--- src/rtl/fetch_pc_gen.sv ---
// fetch_pc_gen -- program-counter generator for the fetch stage.
//
// Drives the instruction memory address, read enable and flush inputs. It also
// tracks the PC of the instruction on the memory's registered output and
// flags whether that instruction is valid.
//
// Ports:
//   clk                system clock; all state updates on the rising edge
//   rst                asynchronous, active-low reset
//   stall_i            hazard unit: hold fetch this cycle
//   redirect_valid_i   execute: taken branch/jump this cycle
//   redirect_target_i  execute: new fetch address
//   imem_pc_o          fetch address to instruction memory (equals pc_q)
//   imem_read_en_o     instruction memory read enable
//   imem_flush_o       instruction memory flush (forces a NOP into its output)
//   if_pc_o            PC of the instruction currently on the memory output
//   if_valid_o         memory output holds a valid, non-flushed instruction
//   misalign_exc_o     one-cycle pulse: redirect target not word-aligned
//   misalign_addr_o    offending target, held until the next exception
module fetch_pc_gen #(
    parameter logic [31:0] RESET_VECTOR = 32'h0000_0000
) (
    input  logic        clk,
    input  logic        rst,
    input  logic        stall_i,
    input  logic        redirect_valid_i,
    input  logic [31:0] redirect_target_i,
    output logic [31:0] imem_pc_o,
    output logic        imem_read_en_o,
    output logic        imem_flush_o,
    output logic [31:0] if_pc_o,
    output logic        if_valid_o,
    output logic        misalign_exc_o,
    output logic [31:0] misalign_addr_o
);

    typedef enum logic [1:0] {
        BOOT = 2'd0,
        RUN  = 2'd1,
        HALT = 2'd2
    } state_t;

    state_t      state_q, state_d;
    logic [31:0] pc_q, pc_d;
    logic [31:0] if_pc_q, if_pc_d;
    logic        if_valid_q, if_valid_d;
    logic        exc_q, exc_d;
    logic [31:0] exc_addr_q, exc_addr_d;
    logic        read_en, flush;
    logic        target_aligned;

    assign target_aligned = (redirect_target_i[1:0] == 2'b00);

    always_ff @(posedge clk or negedge rst) begin
        if (!rst) begin
            state_q    <= BOOT;
            pc_q       <= RESET_VECTOR;
            if_pc_q    <= '0;
            if_valid_q <= 1'b0;
            exc_q      <= 1'b0;
            exc_addr_q <= '0;
        end else begin
            state_q    <= state_d;
            pc_q       <= pc_d;
            if_pc_q    <= if_pc_d;
            if_valid_q <= if_valid_d;
            exc_q      <= exc_d;
            exc_addr_q <= exc_addr_d;
        end
    end

    // Reset forces the state to BOOT immediately, so the BOOT decode also
    // gives read_en=0 / flush=1 for the whole time rst is held low.
    always_comb begin
        state_d    = state_q;
        pc_d       = pc_q;
        if_pc_d    = if_pc_q;
        if_valid_d = if_valid_q;
        exc_d      = 1'b0;
        exc_addr_d = exc_addr_q;
        read_en    = 1'b0;
        flush      = 1'b0;

        unique case (state_q)
            BOOT: begin
                flush   = 1'b1;
                state_d = RUN;
            end

            RUN: begin
                if (redirect_valid_i) begin
                    // Redirect outranks stall; the in-flight slot is flushed.
                    flush      = 1'b1;
                    if_valid_d = 1'b0;
                    if (target_aligned) begin
                        pc_d = redirect_target_i;
                    end else begin
                        exc_d      = 1'b1;
                        exc_addr_d = redirect_target_i;
                        state_d    = HALT;
                    end
                end else if (!stall_i) begin
                    read_en    = 1'b1;
                    if_pc_d    = pc_q;
                    if_valid_d = 1'b1;
                    pc_d       = pc_q + 32'd4;
                end
            end

            HALT: begin
                flush      = 1'b1;
                if_valid_d = 1'b0;
                if (redirect_valid_i) begin
                    if (target_aligned) begin
                        pc_d    = redirect_target_i;
                        state_d = RUN;
                    end else begin
                        exc_d      = 1'b1;
                        exc_addr_d = redirect_target_i;
                    end
                end
            end

            default: begin
                flush   = 1'b1;
                state_d = BOOT;
            end
        endcase
    end

    assign imem_pc_o       = pc_q;
    assign imem_read_en_o  = read_en;
    assign imem_flush_o    = flush;
    assign if_pc_o         = if_pc_q;
    assign if_valid_o      = if_valid_q;
    assign misalign_exc_o  = exc_q;
    assign misalign_addr_o = exc_addr_q;

endmodule
--- config.mk ---
export PLATFORM = sky130hd
export DESIGN_NAME = fetch_pc_gen
export DESIGN_NICKNAME = d
export VERILOG_FILES = /design/src/rtl/fetch_pc_gen.sv
export SDC_FILE = /design/constraint.sdc
export NUM_CORES = 1
export LEC_CHECK = 0
export ABC_AREA = 0
export ABC_CLOCK_PERIOD_IN_PS = 2600
export CELL_PAD_IN_SITES_DETAIL_PLACEMENT = 1
export CELL_PAD_IN_SITES_GLOBAL_PLACEMENT = 1
export CORE_UTILIZATION = 33
export CTS_CLUSTER_DIAMETER = 30
export DETAILED_ROUTE_END_ITERATION = 10
export PLACE_DENSITY = 0.86
export SYNTH_ARGS = -nofsm -noshare
export SYNTH_HDL_FRONTEND = slang
export SYNTH_SLANG_ARGS = --single-unit
--- constraint.sdc ---
create_clock -name clk -period 2.6 [get_ports clk]
set_clock_uncertainty 0.15 [all_clocks]
set_input_delay 0.52 -clock clk [delete_from_list [all_inputs] [get_ports clk]]
set_output_delay 0.52 -clock clk [all_outputs]
set_load 0.02 [all_outputs]
==> results.py, run 1 <==
metrics = {
    "grt": {
        "grt_start_max_net_pins": 48,
        "grtUsageMet1_pct": 26.5,
        "met3_usage_pct": 5.84,
        "grt_busiest_layer": "met2",
        "antenna_found_initial": 0,
        "grt_pass1_wl_mm": 24.0,
        "grt_use_met2_pct": 38.5,
        "grt-ovfl-total": 0,
        "grt_pass1_vias": 4457,
        "track_usage_pct": 21.9,
    },
    "placed_design": {
        "port_buffers": 135,
        "dp_cells": 725,
        "gp_congestion": 0.862,
        "pre_cts_slack_ns": -0.163,
        "place_hpwl_mm": 11.0,
    },
    "synthesis": {
        "synth.most_common_cell": "dfrtp_1",
        "syn_area_sq_um": 4510,
        "yosysSeqAreaShare_pct": 55.5,
        "ys_seq_elements": 100,
        "async_reset_ff_share_pct": 100,
        "synthFlopType": "dfrtp_1",
        "synth_common_cells": "dfrtp_1 (100), mux2_2 (63), nand2_1 (29)",
        "yosysUniqueCellTypes": 43,
        "synth_area_leaders": "dfrtp_1 (56%), mux2_2 (16%), a21oi_1 (3.1%)",
        "synth_fp_nets": 434,
        "synth_top_area_share_pct": 55.5,
        "netlist_instances": 393,
        "avgSynthCellArea_sq_um": 11.5,
        "synth_enable_flop_cells": 0,
        "yosysTopAreaCell": "dfrtp_1",
        "ys.warnings.count": 0,
    },
    "timing": {
        "worst_slew_pin_slew_ns": 0.561,
        "finalCritPeriodShare_pct": 95.4,
        "setup_violations": 0,
        "drv_slew": 0,
        "fmax_ghz": 0.403,
        "slew_headroom_pct": 62.6,
        "fin_ws_ns": 0.119,
        "rsz0062_at_grt": "false",
        "min_period_ns": 2.48,
        "hold_viol_final": 0,
    },
    "setup_path": {
        "crit_type": "input pin to primary output",
        "r2r_start": "imem_pc_o[8]",
        "r2r-end": "imem_pc_o[22]",
        "worstPathMaxFanout": 6,
        "worst_ep_arrival_time_ns": 1.81,
        "worstPathRequired_ns": 1.93,
        "start_kind": "input pin",
        "crit_path_end_kind": "primary output",
        "r2r_cells": 4,
        "r2r_slack_ns": 0.21,
    },
    "clocking": {
        "cts_tree": "yes",
        "insertion_delay_ns": 0.36,
        "clock_tree.buffer_depth": 2,
        "clk_pin_slew_ns": 0.07,
        "cts_sinks": 100,
        "post_cts_buffers": 0,
        "h-tree-depth": 3,
        "hold_buffers": 0,
        "root_buffer": "clkbuf_16",
        "cts_buffers": 9,
    },
    "finish": {
        "finalNetCount": 601,
        "nFillCells": 1432,
        "drive_above_1_share_pct": 22.8,
        "syn_to_final_growth_pct": 47.8,
        "stdcell_count": 741,
        "num_antenna_cells": 0,
    },
    "floorplan": {
        "fp.dieW_microns": 119,
        "coreArea_sq_um": 13300,
        "row_count": 42,
        "die_h_microns": 119,
        "boundaryPins": 136,
        "die_area_sq_um": 14100,
        "start_util_pct": 33.9,
    },
    "hold_path": {
        "min_path_type": "input pin to asynchronous set/reset pin",
    },
    "detailed_routing": {
        "drtIter0Drc": 184,
        "drc": 0,
        "dr_total_vias": 3976,
        "ant_nets": 0,
        "routed_wl_mm": 14.7,
        "wl_per_cell_microns": 19.8,
        "drtPass1Iterations": 4,
        "avgViaCountPerCell": 5.37,
    },
    "power_and_ir_drop": {
        "ir_drop_mv": 0.618,
        "leakagePower_nw": 2.72,
        "power.density_nw_per_um2": 1330,
    },
    "run_status": {
        "outcome": "complete, no violations",
    },
    "flow_run": {
        "cap_violations": 0,
    },
}
where the power goes:
| group | total [mW] | switching, mW | internal [mW] | leakage [nW] |
|---|---|---|---|---|
| registers | 2.88 | 0.605 | 2.28 | 1.18 |
| logic | 4.51 | 2.27 | 2.24 | 1.39 |
| clock network | 1.44 | 0.600 | 0.840 | 0.155 |
| total | 8.83 | 3.48 | 5.35 | 2.72 |
logic make-up (layout without fill, tap and decap cells):
group	Yosys count	in the layout	share of synthesized area, %
adders and majority gates	5	5	1.39
and+or+nand+nor	117	117	13.4
DFF	100	100	55.5
muxes	63	63	15.7
buffers and inverters	26	198	2.19
AOI/OAI and AO/OA	82	82	11.7
worst max-delay path by stage:
| stage | from | cells after the start | endpoint |
|---|---|---|---|
| 2_1_floorplan | redirect_valid_i | 4 | imem_read_en_o |
| 3_3_place_gp | redirect_valid_i | 4 | imem_read_en_o |
| 3_5_place_dp | redirect_valid_i | 9 | imem_pc_o[24] |
| 4_1_cts | redirect_valid_i | 4 | imem_read_en_o |
| 5_1_grt | redirect_valid_i | 8 | imem_pc_o[19] |
| 6_report | redirect_valid_i | 4 | imem_read_en_o |
sequential cells by signal, indices dropped and copies added, names as in the netlist:
signal and count:
if_pc_o 32, misalign_addr_o 32, misalign_exc_o 1, state_q 2, if_valid_o 1, imem_pc_o 32
worst max-delay path, cell delays in order:
cell and delay (ns):
clkdlybuf4s50_1 0.52, nand2b_1 0.26, nor2_4 0.16, dlygate4sd2_1 0.35
repair_timing:
item / in CTS / in global routing
cloned: 0 / 0
endpoints found under the setup margin: 2 / 1
resized for setup: 2 / 1
placed cells by master (no fill, tap or decap), types with 6 or more instances in the layout:
master,instances
nand3_1,15
clkdlybuf4s50_1,132
buf_4,37
clkbuf_16,9
nor3_1,18
nand2_1,29
a311oi_1,8
dfrtp_1,100
inv_1,8
nand4_1,6
mux2_2,63
o21ai_0,12
nor2_1,22
o22ai_1,12
a21oi_1,28
through the flow:
stage,cell area [sq um],hold WS [ns],utilization [%],power [mW],setup TNS (ns)
2_1_floorplan,4510,0.0744,-,5.06,0
3_3_place_gp,6340,0.315,47.7,7.20,-0.469
3_5_place_dp,6340,0.325,47.7,7.43,-1.72
4_1_cts,6660,0.0137,50.1,8.90,0
5_1_grt,6660,0.0364,50.1,9.31,0
6_report,6660,0.000366,50.1,8.83,0
area by class of cell:
cell class	instances	area (sq um)	share of cell area (%)
Sequential cell	100	2500	37.6
Clock buffer	9	225	3.38
Multi-Input combinational cell	267	1910	28.7
Clock inverter	7	91.3	1.37
Tap cell	176	220	3.31
Inverter	8	30.0	0.451
Timing Repair Buffer	174	1680	25.2
per-layer routing:
layer,part of all wire [%],vias up
met5,0,-
met4,0.94,0
met3,5.5,10
met2,52,126
met1,42,2048
li1,-,1792
Note: power is estimated with default switching activity, not from simulation.
==> inputs of run 2 (changes only) <==
--- a/config.mk
+++ b/config.mk
@@ -11,6 +11,7 @@
 export CELL_PAD_IN_SITES_GLOBAL_PLACEMENT = 1
 export CORE_UTILIZATION = 33
 export CTS_CLUSTER_DIAMETER = 30
+export CTS_CLUSTER_SIZE = 8
 export DETAILED_ROUTE_END_ITERATION = 10
 export PLACE_DENSITY = 0.86
 export SYNTH_ARGS = -nofsm -noshare
==> results of run 2 <==
Final layout, timing and power as in run 1 (identical DEF).
==> inputs of run 3 (changes only) <==
--- a/config.mk
+++ b/config.mk
@@ -17,3 +17,4 @@
 export SYNTH_ARGS = -nofsm -noshare
 export SYNTH_HDL_FRONTEND = slang
 export SYNTH_SLANG_ARGS = --single-unit
+export TNS_END_PERCENT = 30
==> results of run 3 <==
Final layout, timing and power as in run 1 (identical DEF).
